--- src/rtl/decode_execute_pipe.sv ---
// Decode->Execute pipeline register for the RV32I core: captures operands (with
// write-first bypass of the same-cycle writeback), control and PC/immediate.
module decode_execute_pipe #(
  parameter int unsigned WAD = 5,
  parameter int unsigned WD  = 32,
  parameter int unsigned CW  = 16
) (
  input  logic           clk,
  input  logic           rst_n,
  input  logic           stallE,
  input  logic           flushE,
  input  logic           validD,
  input  logic [WAD-1:0] adin1D,
  input  logic [WAD-1:0] adin2D,
  input  logic [WAD-1:0] rdD,
  input  logic [WD-1:0]  RD1D,
  input  logic [WD-1:0]  RD2D,
  input  logic           regwriteW,
  input  logic [WAD-1:0] rdW,
  input  logic [WD-1:0]  resultW,
  input  logic [WD-1:0]  pcD,
  input  logic [WD-1:0]  pcplus4D,
  input  logic [WD-1:0]  immextD,
  input  logic [9:0]     ctrlD,
  output logic           validE,
  output logic [WD-1:0]  RD1E,
  output logic [WD-1:0]  RD2E,
  output logic [WAD-1:0] rs1E,
  output logic [WAD-1:0] rs2E,
  output logic [WAD-1:0] rdE,
  output logic [WD-1:0]  pcE,
  output logic [WD-1:0]  pcplus4E,
  output logic [WD-1:0]  immextE,
  output logic [9:0]     ctrlE,
  output logic [CW-1:0]  stall_cnt,
  output logic [CW-1:0]  bubble_cnt
);

  logic           valid_q, valid_d;
  logic [WD-1:0]  rd1_q, rd1_d, rd2_q, rd2_d;
  logic [WAD-1:0] rs1_q, rs1_d, rs2_q, rs2_d, rd_q, rd_d;
  logic [WD-1:0]  pc_q, pc_d, pcplus4_q, pcplus4_d, immext_q, immext_d;
  logic [9:0]     ctrl_q, ctrl_d;
  logic [CW-1:0]  stall_cnt_q, stall_cnt_d, bubble_cnt_q, bubble_cnt_d;

  // x0 reads as zero; a write to x0 never forwards
  function automatic logic [WD-1:0] bypass(input logic [WAD-1:0] adr,
                                           input logic [WD-1:0]  rf_data);
    if (adr == '0)
      return '0;
    else if (regwriteW && (rdW != '0) && (rdW == adr))
      return resultW;
    else
      return rf_data;
  endfunction

  always_comb begin
    valid_d      = valid_q;
    rd1_d        = rd1_q;
    rd2_d        = rd2_q;
    rs1_d        = rs1_q;
    rs2_d        = rs2_q;
    rd_d         = rd_q;
    pc_d         = pc_q;
    pcplus4_d    = pcplus4_q;
    immext_d     = immext_q;
    ctrl_d       = ctrl_q;
    stall_cnt_d  = stall_cnt_q;
    bubble_cnt_d = bubble_cnt_q;

    if (flushE || (!stallE && !validD)) begin
      valid_d   = 1'b0;
      rd1_d     = '0;
      rd2_d     = '0;
      rs1_d     = '0;
      rs2_d     = '0;
      rd_d      = '0;
      pc_d      = '0;
      pcplus4_d = '0;
      immext_d  = '0;
      ctrl_d    = '0;
      if (bubble_cnt_q != '1)
        bubble_cnt_d = bubble_cnt_q + 1'b1;
    end else if (stallE) begin
      if (stall_cnt_q != '1)
        stall_cnt_d = stall_cnt_q + 1'b1;
    end else begin
      valid_d   = 1'b1;
      rd1_d     = bypass(adin1D, RD1D);
      rd2_d     = bypass(adin2D, RD2D);
      rs1_d     = adin1D;
      rs2_d     = adin2D;
      rd_d      = rdD;
      pc_d      = pcD;
      pcplus4_d = pcplus4D;
      immext_d  = immextD;
      ctrl_d    = ctrlD;
    end
  end

  always_ff @(posedge clk or negedge rst_n) begin
    if (!rst_n) begin
      valid_q      <= 1'b0;
      rd1_q        <= '0;
      rd2_q        <= '0;
      rs1_q        <= '0;
      rs2_q        <= '0;
      rd_q         <= '0;
      pc_q         <= '0;
      pcplus4_q    <= '0;
      immext_q     <= '0;
      ctrl_q       <= '0;
      stall_cnt_q  <= '0;
      bubble_cnt_q <= '0;
    end else begin
      valid_q      <= valid_d;
      rd1_q        <= rd1_d;
      rd2_q        <= rd2_d;
      rs1_q        <= rs1_d;
      rs2_q        <= rs2_d;
      rd_q         <= rd_d;
      pc_q         <= pc_d;
      pcplus4_q    <= pcplus4_d;
      immext_q     <= immext_d;
      ctrl_q       <= ctrl_d;
      stall_cnt_q  <= stall_cnt_d;
      bubble_cnt_q <= bubble_cnt_d;
    end
  end

  assign validE     = valid_q;
  assign RD1E       = rd1_q;
  assign RD2E       = rd2_q;
  assign rs1E       = rs1_q;
  assign rs2E       = rs2_q;
  assign rdE        = rd_q;
  assign pcE        = pc_q;
  assign pcplus4E   = pcplus4_q;
  assign immextE    = immext_q;
  assign ctrlE      = ctrl_q;
  assign stall_cnt  = stall_cnt_q;
  assign bubble_cnt = bubble_cnt_q;

endmodule

--- config.mk ---
export PLATFORM = sky130hd
export DESIGN_NAME = decode_execute_pipe
export DESIGN_NICKNAME = d
export VERILOG_FILES = /design/src/rtl/decode_execute_pipe.sv
export SDC_FILE = /design/constraint.sdc
export NUM_CORES = 1
export LEC_CHECK = 0
export BUFFER_PORTS_ARGS = -buffer_cell sky130_fd_sc_hd__buf_2
export CORE_AREA = 2 2 173 175
export DETAILED_ROUTE_END_ITERATION = 6
export DIE_AREA = 0 0 175 177
export SLEW_MARGIN = 5
export SYNTH_ARGS = -nofsm -noshare
export SYNTH_HDL_FRONTEND = slang
export SYNTH_SLANG_ARGS = --single-unit
--- constraint.sdc ---
create_clock -name clk -period 1.5 [get_ports clk]
set_clock_uncertainty 0.1 [all_clocks]
set_input_delay 0.075 -clock clk [delete_from_list [all_inputs] [get_ports clk]]
set_output_delay 0.075 -clock clk [all_outputs]
set_load 0.05 [all_outputs]
==> flow_metrics.py, run 1 <==
metrics = {
    "outcome": {
        "run_status": "complete, but fails checks",
        "failed_checks": "negative setup slack",
    },
    "synth": {
        "number_of_different_library_cells_in_the_post_synthesis_netlist": 44,
        "synth.net_count": 1035,
        "yosysWarningCount": 0,
        "postSynthRegisterBits": 218,
        "synth_area_sq_um": 9530,
        "synth_enable_flop_cells": 0,
        "syn_area_per_cell_sq_um": 11.8,
        "synth_async_sr_flop_share_pct": 100,
        "synth_sequential_area_ratio_pct": 57.2,
        "synth_top_flop_cell": "sky130_fd_sc_hd__dfrtp_1",
        "netlist_instances": 805,
    },
    "grt": {
        "grt_pass1_vias": 10300,
        "grt-ovfl-total": 0,
        "grt_usage_pct": 23.0,
        "grt_first_pass_wirelength_um": 57000,
        "antenna_found_initial": 0,
        "grt_start_max_net_pins": 54,
    },
    "floorplan": {
        "row_count": 63,
        "top_level_ports": 446,
        "die-height_um": 177,
        "floorplan.initialDensity_pct": 32.6,
        "dieArea_sq_um": 31000,
        "horizontal_die_dimension_um": 175,
        "core_sq_um": 29200,
    },
    "critical_path": {
        "cp_top_family": "simple AND/OR/NAND/NOR gates",
        "crit_path_top_delay_cell": "sky130_fd_sc_hd__dfrtp_2",
        "crit_path_max_incr_delay_ns": 0.36,
        "cp_data_required_time_ns": 1.80,
        "setup.worst_path.class": "flip-flop to flip-flop",
        "arrival_ns": 1.88,
        "crit_chain": "nand4_1 > or2_4 > o21ai_4 > mux2_4",
        "critical_path.n_buffers_inverters": 0,
        "register_to_register_setup_slack_ns": -0.08,
        "critPathMaxFanout": 4,
        "setup.worst_path.start_class": "flip-flop",
        "crit_path_end_kind": "flip-flop",
    },
    "hold_path": {
        "hold_path_class": "primary input to flip-flop",
    },
    "placement": {
        "finalWeightedCongestion": 0.852,
        "placedCellCount": 1672,
        "dp_hpwl_um": 25000,
        "number_of_port_buffers": 445,
        "placedInstanceArea_sq_um": 13100,
    },
    "power": {
        "totalPowerFinal_mw": 17.6,
        "irDropWorstVdd_v": 0.000997,
        "cellLeakagePower_nw": 8.47,
        "pwr_density_cell_nw_per_um2": 1060,
    },
    "sta": {
        "rsz0062_at_grt": "yes",
        "finalCriticalPeriod_ns": 1.58,
        "max_slew_vio_count": 0,
        "max_slew_margin_pct": 71.8,
        "final_count_of_hold_timing_violations": 0,
        "hold_ws_ns": 0.0865,
        "setup_viol": 13,
        "finalSetupTns_ns": -0.551,
        "finalWorstSetupSlack_ns": -0.0838,
        "tightestPinTransition_ns": 0.422,
        "fmax_mhz": 631,
        "final_min_period_over_clock_period_pct": 106,
    },
    "finish": {
        "num-nets-final": 1773,
        "drive_above_1_share_pct": 47.5,
        "multi_input_area_sq_um": 4010,
        "filler_cell_count": 2401,
        "final_cells": 1951,
        "seqCellArea_sq_um": 5490,
        "fin_area_sq_um": 16600,
        "num_antenna_cells": 0,
        "area_growth_synth_to_finish_pct": 73.8,
    },
    "route": {
        "drt_first_pass_iters": 5,
        "wl_met3_um": 2580,
        "route.vias.total": 9955,
        "met2WireLength_um": 18700,
        "avgViaCountPerCell": 5.10,
        "drt-wirelength-per-cell_um": 19.2,
        "drt.antenna.violating_nets": 0,
        "highest-signal-layer": "met4",
        "remaining_drc_errors": 0,
        "wl_met1_um": 15200,
        "drt_wl_total_um": 37500,
        "detailedRoute.firstIterationViolations": 555,
    },
    "job": {
        "maximum_capacitance_violations": 0,
    },
    "clock_tree": {
        "numClockSinks": 218,
        "clk_path_buf_depth": 3,
        "cts.root.buffer_cell": "sky130_fd_sc_hd__clkbuf_16",
        "cts.htree.levels": 1,
        "cts.clk_slew.worst_paths_ns": 0.06,
        "cts_tree": "built",
        "cts-buffers-inserted": 25,
        "clk-insertion-delay-late_ns": 0.52,
    },
}
routing by layer:
metal,vias up,global-route usage [%]
met2,448,40.2
met1,4930,28.2
li1,4493,-
met4,0,7.57
met5,-,0
met3,84,5.07
Yosys cell counts, types with 5 or more instances:
| master | n | area [sq um] |
|---|---|---|
| sky130_fd_sc_hd__buf_2 | 33 | 165 |
| sky130_fd_sc_hd__xnor2_1 | 18 | 158 |
| sky130_fd_sc_hd__o211ai_1 | 5 | 37.5 |
| sky130_fd_sc_hd__mux2_2 | 5 | 56.3 |
| sky130_fd_sc_hd__and4_1 | 6 | 52.6 |
| sky130_fd_sc_hd__buf_6 | 6 | 67.6 |
| sky130_fd_sc_hd__nor2_1 | 14 | 52.6 |
| sky130_fd_sc_hd__a22o_1 | 121 | 1060 |
| sky130_fd_sc_hd__o211ai_2 | 60 | 751 |
| sky130_fd_sc_hd__a21oi_1 | 6 | 30.0 |
| sky130_fd_sc_hd__clkbuf_1 | 30 | 113 |
| sky130_fd_sc_hd__nand3_1 | 6 | 30.0 |
| sky130_fd_sc_hd__nand4_1 | 75 | 469 |
| sky130_fd_sc_hd__dfrtp_1 | 218 | 5460 |
| sky130_fd_sc_hd__nor3_1 | 8 | 40.0 |
| sky130_fd_sc_hd__nand2_1 | 135 | 507 |
| sky130_fd_sc_hd__xor2_1 | 13 | 114 |
flip-flops by register name, summed over array words and instances (netlist names):
register    flops
immextE        32
ctrlE          10
validE          1
stall_cnt      16
rs1E            5
RD1E           32
pcE            32
rs2E            5
rdE             5
pcplus4E       32
RD2E           32
bubble_cnt     16
path summary, 6_finish.rpt:
kind                               startpoint            end  depth (start not counted)
min in group asynchronous               rst_n       RD2E[18]                          3
worst max register to register  bubble_cnt[5]  bubble_cnt[1]                          4
max in group asynchronous               rst_n  bubble_cnt[5]                          4
worst max-delay path            bubble_cnt[5]  bubble_cnt[1]                          4
worst min register to register        RD1E[2]        RD1E[2]                          2
worst min-delay path                   validD  bubble_cnt[2]                          6
cell families (layout without fill, tap and decap cells):
kind of cell | after synthesis | in the layout | share of synthesized area (%)
AOI/OAI and AO/OA | 207 | 207 | 21.2
xor gates and xnor gates | 31 | 31 | 2.85
adders and majority gates | 2 | 2 | 0.263
buffers and inverters | 72 | 828 | 3.74
DFF | 218 | 218 | 57.2
muxes | 5 | 5 | 0.591
and+or+nand+nor | 270 | 270 | 14.2
area by class of cell:
type | count | share of cell area (%)
Clock buffer | 37 | 4.53
Clock inverter | 8 | 0.733
Inverter | 3 | 0.0680
Multi-Input combinational cell | 515 | 24.2
Sequential cell | 218 | 33.2
Tap cell | 390 | 2.95
Timing Repair Buffer | 780 | 34.4
stage by stage:
step	setup WS, ns	util, %
floorplan	-0.355	-
global placement	-0.160	44.8
detailed placement	-0.202	44.8
CTS	-0.0644	55.7
global route	-0.135	56.6
finish	-0.0838	56.6
placed cells by master, fill, tap and decap left out, types with 8 or more instances in the layout:
| cell type | instances |
|---|---|
| sky130_fd_sc_hd__dlygate4sd3_1 | 222 |
| sky130_fd_sc_hd__o211ai_2 | 60 |
| sky130_fd_sc_hd__xnor2_1 | 18 |
| sky130_fd_sc_hd__clkbuf_8 | 8 |
| sky130_fd_sc_hd__dfrtp_2 | 31 |
| sky130_fd_sc_hd__buf_6 | 11 |
| sky130_fd_sc_hd__buf_4 | 87 |
| sky130_fd_sc_hd__dfrtp_1 | 187 |
| sky130_fd_sc_hd__a22o_1 | 121 |
| sky130_fd_sc_hd__nand4_1 | 75 |
| sky130_fd_sc_hd__nand2_1 | 134 |
| sky130_fd_sc_hd__buf_2 | 432 |
| sky130_fd_sc_hd__xor2_1 | 13 |
| sky130_fd_sc_hd__buf_12 | 22 |
| sky130_fd_sc_hd__nor2_1 | 8 |
| sky130_fd_sc_hd__clkbuf_16 | 27 |
report_power, final:
group / total (mW) / internal, mW / switching, mW
clock network: 6.44 / 3.96 / 2.48
registers: 6.60 / 6.29 / 0.310
logic: 4.54 / 1.76 / 2.78
total: 17.6 / 12.0 / 5.56
worst reg2reg max path, stage by stage (launching register included):
cell                      delay, ns
sky130_fd_sc_hd__dfrtp_2       0.36
sky130_fd_sc_hd__nand4_1       0.20
sky130_fd_sc_hd__or2_4         0.33
sky130_fd_sc_hd__o21ai_4       0.17
sky130_fd_sc_hd__mux2_4        0.31
timing repair:
item,4_1_cts,5_1_grt
setup buffers,3,7
gates cloned,0,2
hold buffers,221,1
endpoints found under the hold margin,404,2
endpoints found under the setup margin,22,86
resized for setup,16,49
pin swaps,10,18
Power figures use the tool's default switching activity.
==> run 2: changes to the inputs <==
--- a/config.mk
+++ b/config.mk
@@ -6,9 +6,9 @@
 export NUM_CORES = 1
 export LEC_CHECK = 0
 export BUFFER_PORTS_ARGS = -buffer_cell sky130_fd_sc_hd__buf_2
-export CORE_AREA = 2 2 173 175
+export CORE_AREA = 2 2 174 176
 export DETAILED_ROUTE_END_ITERATION = 6
-export DIE_AREA = 0 0 175 177
+export DIE_AREA = 0 0 176 178
 export SLEW_MARGIN = 5
 export SYNTH_ARGS = -nofsm -noshare
 export SYNTH_HDL_FRONTEND = slang
==> constraint.sdc (replaced) <==
create_clock -name clk -period 1.7 [get_ports clk]
set_clock_uncertainty 0.1 [all_clocks]
set_input_delay 0.085 -clock clk [delete_from_list [all_inputs] [get_ports clk]]
set_output_delay 0.085 -clock clk [all_outputs]
set_load 0.01 [all_outputs]
==> flow_metrics.py, run 2 (same netlist as run 1, synthesis figures left out) <==
metrics = {
    "sta": {
        "setup_viol": 0,
        "finalCriticalPeriod_ns": 1.69,
        "final_min_period_over_clock_period_pct": 99.7,
        "finalSetupTns_ns": 0,
        "finalWorstSetupSlack_ns": 0.00585,
        "max_slew_margin_pct": 57.9,
        "max_slew_vio_count": 0,
        "fmax_mhz": 590,
        "final_count_of_hold_timing_violations": 0,
        "tightestPinTransition_ns": 0.632,
    },
    "critical_path": {
        "crit_chain": "buf_2 > or3b_1 > a21oi_4 > buf_12 > clkbuf_16 > nand4_1 > o211ai_2 > dlygate4sd3_1",
        "critPathMaxFanout": 32,
        "register_to_register_setup_slack_ns": 0.07,
        "crit_path_top_delay_cell": "sky130_fd_sc_hd__dlygate4sd3_1",
        "rr_startpoint": "stall_cnt[0]",
        "cp_top_family": "buffers and inverters",
        "critical_path.n_buffers_inverters": 4,
        "setup.worst_path.class": "primary input to flip-flop",
        "crit_path_max_incr_delay_ns": 0.59,
        "r2r-end": "stall_cnt[14]",
        "setup.worst_path.start": "stallE",
        "arrival_ns": 2.05,
        "timing.reg2reg.worst_path_depth": 4,
        "crit_path_end_kind": "flip-flop",
        "cp_data_required_time_ns": 2.05,
        "setup.worst_path.start_class": "primary input",
        "cp_num_cells": 8,
        "endpoint": "RD1E[4]",
    },
    "route": {
        "remaining_drc_errors": 0,
        "drt.antenna.violating_nets": 0,
        "detailedRoute.firstIterationViolations": 534,
        "route.vias.total": 9814,
        "drt_wl_total_um": 36400,
        "avgViaCountPerCell": 5.08,
        "drt-wirelength-per-cell_um": 18.8,
        "drt_first_pass_iters": 7,
    },
    "floorplan": {
        "core_sq_um": 29400,
        "floorplan.initialDensity_pct": 32.4,
        "dieArea_sq_um": 31300,
        "horizontal_die_dimension_um": 176,
        "die-height_um": 178,
        "top_level_ports": 446,
        "row_count": 63,
    },
    "finish": {
        "layout_commonest_cell": "sky130_fd_sc_hd__buf_2",
        "most-common-layout-cells": "444 x sky130_fd_sc_hd__buf_2, 252 x sky130_fd_sc_hd__dlygate4sd3_1, 215 x sky130_fd_sc_hd__dfrtp_1",
        "num-nets-final": 1758,
        "final_cells": 1933,
        "area_growth_synth_to_finish_pct": 68.4,
        "num_antenna_cells": 0,
        "filler_cell_count": 2482,
        "drive_above_1_share_pct": 41.2,
    },
    "power": {
        "irDropWorstVdd_v": 0.000620,
        "pwr_density_cell_nw_per_um2": 844,
        "cellLeakagePower_nw": 8.43,
    },
    "grt": {
        "antenna_found_initial": 3,
        "grt_first_pass_wirelength_um": 55100,
        "grt_pass1_vias": 10100,
        "grt_start_max_net_pins": 124,
        "grt-ovfl-total": 0,
        "grt_usage_pct": 22.0,
    },
    "clock_tree": {
        "cts_tree": "built",
        "cts.clk_slew.worst_paths_ns": 0.06,
        "cts-buffers-inserted": 24,
        "clk-insertion-delay-late_ns": 0.52,
        "numClockSinks": 218,
        "clk_path_buf_depth": 3,
        "cts.root.buffer_cell": "sky130_fd_sc_hd__clkbuf_16",
        "cts.htree.levels": 1,
    },
    "outcome": {
        "run_status": "complete, no violations",
    },
    "placement": {
        "number_of_port_buffers": 445,
        "placedCellCount": 1633,
        "place_worst_setup_slack_ns": 0.0291,
        "dp_hpwl_um": 24000,
        "finalWeightedCongestion": 0.828,
    },
    "hold_path": {
        "hold_path_class": "primary input to async pin",
    },
    "job": {
        "maximum_capacitance_violations": 0,
    },
}
run 2: changes by cell type in the layout (fill, tap and decap cells not counted), moves of 5 or more:
cell                            before  now
sky130_fd_sc_hd__buf_12             22   16
sky130_fd_sc_hd__buf_6              11    3
sky130_fd_sc_hd__dlygate4sd3_1     222  252
sky130_fd_sc_hd__dfrtp_1           187  215
sky130_fd_sc_hd__nor3_1              3    8
sky130_fd_sc_hd__nor2_1              8   13
sky130_fd_sc_hd__buf_2             432  444
sky130_fd_sc_hd__dfrtp_2            31    3
sky130_fd_sc_hd__buf_4              87   47
sky130_fd_sc_hd__and4_1              1    6
run 2: stage by stage:
step	utilization [%]	power (mW)	hold WS, ns	cell area [sq um]
2_1_floorplan	-	6.73	-0.311	9540
3_3_place_gp	42.9	8.01	-0.0130	12600
3_5_place_dp	42.9	8.04	-0.0216	12600
4_1_cts	54.1	13.6	0.0171	15900
5_1_grt	54.6	14.2	0.0466	16000
6_report	54.6	13.5	0.0191	16000
run 2: metal layers:
layer  global-route usage (%)  share of wire [%]  up-vias
met5                        0              0.093        -
met4                     6.61                2.8        6
met3                     4.31                6.9       89
met2                     38.3                 49      448
met1                     27.9                 41     4816
li1                         -                  -     4455
run 2: cell type report:
| cell class | count | area, sq um | area share [%] |
|---|---|---|---|
| clock buffer | 33 | 684 | 4.27 |
| clock inverter | 8 | 85.1 | 0.530 |
| inverter | 3 | 11.3 | 0.0702 |
| multi-input combinational | 515 | 3770 | 23.5 |
| sequential | 218 | 5460 | 34.0 |
| tap | 390 | 488 | 3.04 |
| timing repair buffer | 766 | 5540 | 34.5 |
run 2: worst register-to-register path, delay by kind of cell (launching register included):
family | cells | cell delay, ns
and+or+nand+nor | 2 | 0.45
DFF | 1 | 0.37
muxes | 1 | 0.35
adders and majority gates | 1 | 0.23
run 2: power breakdown:
group / switching [mW] / internal, mW / leakage (nW) / total (mW)
Sequential: 0.236 / 5.52 / 2.95 / 5.75
Clock: 2.14 / 2.96 / 0.374 / 5.11
Combinational: 1.33 / 1.35 / 5.11 / 2.68
Total: 3.71 / 9.83 / 8.43 / 13.5
run 2: how the worst min path moves through the flow:
stage,startpoint,to,cells after the start
6_report,rst_n,immextE[2],2
5_1_grt,rst_n,immextE[2],2
4_1_cts,rst_n,ctrlE[1],2
3_5_place_dp,rst_n,ctrlE[1],1
3_3_place_gp,rst_n,ctrlE[1],1
2_1_floorplan,rst_n,RD1E[0],0
run 2: what timing repair did:
item,4_1_cts,5_1_grt
hold endpoints to repair,405,0
resized for setup,0,8
endpoints found under the setup margin,0,51
buffers inserted,0,3
hold buffers,252,0
==> run 3: changes to the inputs <==
--- a/config.mk
+++ b/config.mk
@@ -9,6 +9,7 @@
 export CORE_AREA = 2 2 174 176
 export DETAILED_ROUTE_END_ITERATION = 6
 export DIE_AREA = 0 0 176 178
+export REMOVE_ABC_BUFFERS = 1
 export SLEW_MARGIN = 5
 export SYNTH_ARGS = -nofsm -noshare
 export SYNTH_HDL_FRONTEND = slang
==> constraint.sdc (replaced) <==
create_clock -name clk -period 1.7 [get_ports clk]
set_clock_uncertainty 0.1 [all_clocks]
set_input_delay 0.085 -clock clk [delete_from_list [all_inputs] [get_ports clk]]
set_output_delay 0.085 -clock clk [all_outputs]
set_load 0.02 [all_outputs]
==> flow_metrics.py, run 3 (same netlist as run 1, synthesis figures left out) <==
metrics = {
    "placement": {
        "placedInstanceArea_sq_um": 12700,
        "number_of_port_buffers": 445,
        "dp_hpwl_um": 24700,
        "finalWeightedCongestion": 0.836,
    },
    "sta": {
        "max_slew_margin_pct": 66.4,
        "final_min_period_over_clock_period_pct": 96.4,
        "rsz0062_at_grt": "yes",
        "tightestPinTransition_ns": 0.505,
        "finalCriticalPeriod_ns": 1.64,
        "max_slew_vio_count": 0,
        "setup_viol": 0,
        "finalSetupTns_ns": 0,
        "fmax_mhz": 610,
        "final_count_of_hold_timing_violations": 0,
        "hold_ws_ns": 0.0613,
    },
    "power": {
        "power.share.switching_pct": 28.2,
        "irDropWorstVdd_v": 0.000537,
        "cell_internal_pwr_mw": 10.3,
        "cellLeakagePower_nw": 8.46,
        "pwr_density_cell_nw_per_um2": 895,
        "power.combinational.fraction_pct": 20.3,
        "total_switching_power_mw": 4.06,
        "clockPowerShare_pct": 39.8,
        "pwr-share-seq_pct": 39.9,
    },
    "route": {
        "avgViaCountPerCell": 5.04,
        "drt-wirelength-per-cell_um": 18.9,
        "drt.antenna.violating_nets": 0,
        "detailedRoute.firstIterationViolations": 626,
        "drt_wl_total_um": 37000,
        "route.vias.total": 9850,
        "drt_first_pass_iters": 5,
        "remaining_drc_errors": 0,
    },
    "critical_path": {
        "rr_startpoint": "stall_cnt[0]",
        "cp_num_cells": 7,
        "setup.worst_path.start": "stallE",
        "crit_chain": "buf_2 > or3b_1 > a21oi_4 > buf_4 > nand4_1 > o211ai_2 > dlygate4sd3_1",
        "critPathMaxFanout": 12,
        "register_to_register_setup_slack_ns": 0.10,
        "arrival_ns": 2.00,
        "crit_path_max_incr_delay_ns": 0.57,
        "crit_path_top_delay_cell": "sky130_fd_sc_hd__dlygate4sd3_1",
        "setup.worst_path.class": "primary input to flip-flop",
        "critical_path.n_buffers_inverters": 3,
        "setup.worst_path.start_class": "primary input",
        "timing.reg2reg.worst_path_depth": 5,
        "endpoint": "RD1E[17]",
        "r2r-end": "stall_cnt[9]",
        "cp_data_required_time_ns": 2.06,
        "crit_path_end_kind": "flip-flop",
        "cp_top_family": "buffers and inverters",
    },
    "floorplan": {
        "die-height_um": 178,
        "top_level_ports": 446,
        "row_count": 63,
        "horizontal_die_dimension_um": 176,
        "floorplan.initialDensity_pct": 32.4,
        "core_sq_um": 29400,
        "dieArea_sq_um": 31300,
    },
    "finish": {
        "most-common-layout-cells": "444 x sky130_fd_sc_hd__buf_2, 253 x sky130_fd_sc_hd__dlygate4sd3_1, 217 x sky130_fd_sc_hd__dfrtp_1",
        "multi_input_area_sq_um": 3760,
        "fin_area_sq_um": 16100,
        "area_growth_synth_to_finish_pct": 69.0,
        "seqCellArea_sq_um": 5460,
        "layout_commonest_cell": "sky130_fd_sc_hd__buf_2",
        "num-nets-final": 1773,
        "drive_above_1_share_pct": 41.7,
        "filler_cell_count": 2488,
    },
    "grt": {
        "grt_start_max_net_pins": 101,
        "grt_first_pass_wirelength_um": 55900,
        "grt_pass1_vias": 10300,
        "antenna_found_initial": 1,
        "grt-ovfl-total": 0,
        "grt_usage_pct": 22.4,
    },
    "job": {
        "maximum_capacitance_violations": 0,
    },
    "clock_tree": {
        "clk-insertion-delay-late_ns": 0.53,
        "numClockSinks": 218,
        "cts.htree.levels": 1,
        "clk_path_buf_depth": 3,
        "cts-buffers-inserted": 25,
        "cts.clk_slew.worst_paths_ns": 0.06,
        "cts.root.buffer_cell": "sky130_fd_sc_hd__clkbuf_16",
        "cts_tree": "built",
    },
    "outcome": {
        "run_status": "complete, no violations",
    },
    "hold_path": {
        "hold_path_class": "primary input to flip-flop",
        "worst_hold_path.num_cells": 5,
    },
}
[run 3: changes by cell type in the layout (fill, tap and decap cells not counted), moves of 2 or more]
cell,change
sky130_fd_sc_hd__buf_12,-5
sky130_fd_sc_hd__buf_4,+24
sky130_fd_sc_hd__buf_6,-3
sky130_fd_sc_hd__bufinv_16,+3
sky130_fd_sc_hd__clkbuf_16,-2
sky130_fd_sc_hd__clkinv_2,+3
sky130_fd_sc_hd__dfrtp_1,+2
sky130_fd_sc_hd__dfrtp_2,-2
sky130_fd_sc_hd__inv_6,+2
[run 3: area by class of cell]
class | count | area share, %
well taps | 390 | 3.03
flip-flops and latches | 218 | 33.9
multi-input cells | 515 | 23.3
clock inverters | 13 | 1.09
repair buffers | 780 | 34.3
inverters | 3 | 0.0699
diodes | 1 | 0.0155
clock buffers | 33 | 4.32
[run 3: repair_timing]
action | 4_1_cts | 5_1_grt
hold endpoints to repair | 405 | 0
endpoints found under the setup margin | 0 | 34
buffers inserted | 0 | 5
gates resized for setup | 0 | 3
hold buffers | 253 | 0
[run 3: power by group through the flow]
stage / combinational [mW] / clock, mW / sequential [mW]
2_1_floorplan: 0.658 / 0 / 6.28
3_3_place_gp: 2.41 / 0 / 5.83
3_5_place_dp: 2.44 / 0 / 5.84
4_1_cts: 2.90 / 5.88 / 5.75
5_1_grt: 3.14 / 6.09 / 5.79
6_report: 2.93 / 5.73 / 5.76
[run 3: tightest hold or removal path: stages]
cell	delay, ns
sky130_fd_sc_hd__buf_2	0.09
sky130_fd_sc_hd__buf_4	0.14
sky130_fd_sc_hd__nand2b_1	0.19
sky130_fd_sc_hd__nor2_1	0.06
sky130_fd_sc_hd__nor2_1	0.09
[run 3: worst min path at each step]
stage | start | to | slack, ns
2_1_floorplan | rst_n | RD1E[0] | -0.31
3_3_place_gp | rst_n | pcplus4E[18] | -0.06
3_5_place_dp | rst_n | pcplus4E[18] | -0.07
4_1_cts | flushE | validE | 0.03
5_1_grt | flushE | validE | 0.10
6_report | flushE | validE | 0.06
[run 3: stage by stage]
stage,setup WS (ns),total power [mW],instances,util [%]
after detailed placement,-0.0654,8.28,1648,43.0
after global placement,-0.0657,8.25,1648,43.0
after global routing,-0.0194,15.0,1953,54.8
final,0.0613,14.4,1953,54.8
after CTS,0.0128,14.5,1947,54.6
after floorplan,-6.30,6.93,736,-
[run 3: routing by layer]
layer	global-route usage, %	wire, um	up-vias
met5	0	0	-
met4	9.16	1490	0
met3	4.62	2580	103
met2	39.1	18300	446
met1	27.1	14500	4807
li1	-	-	4494
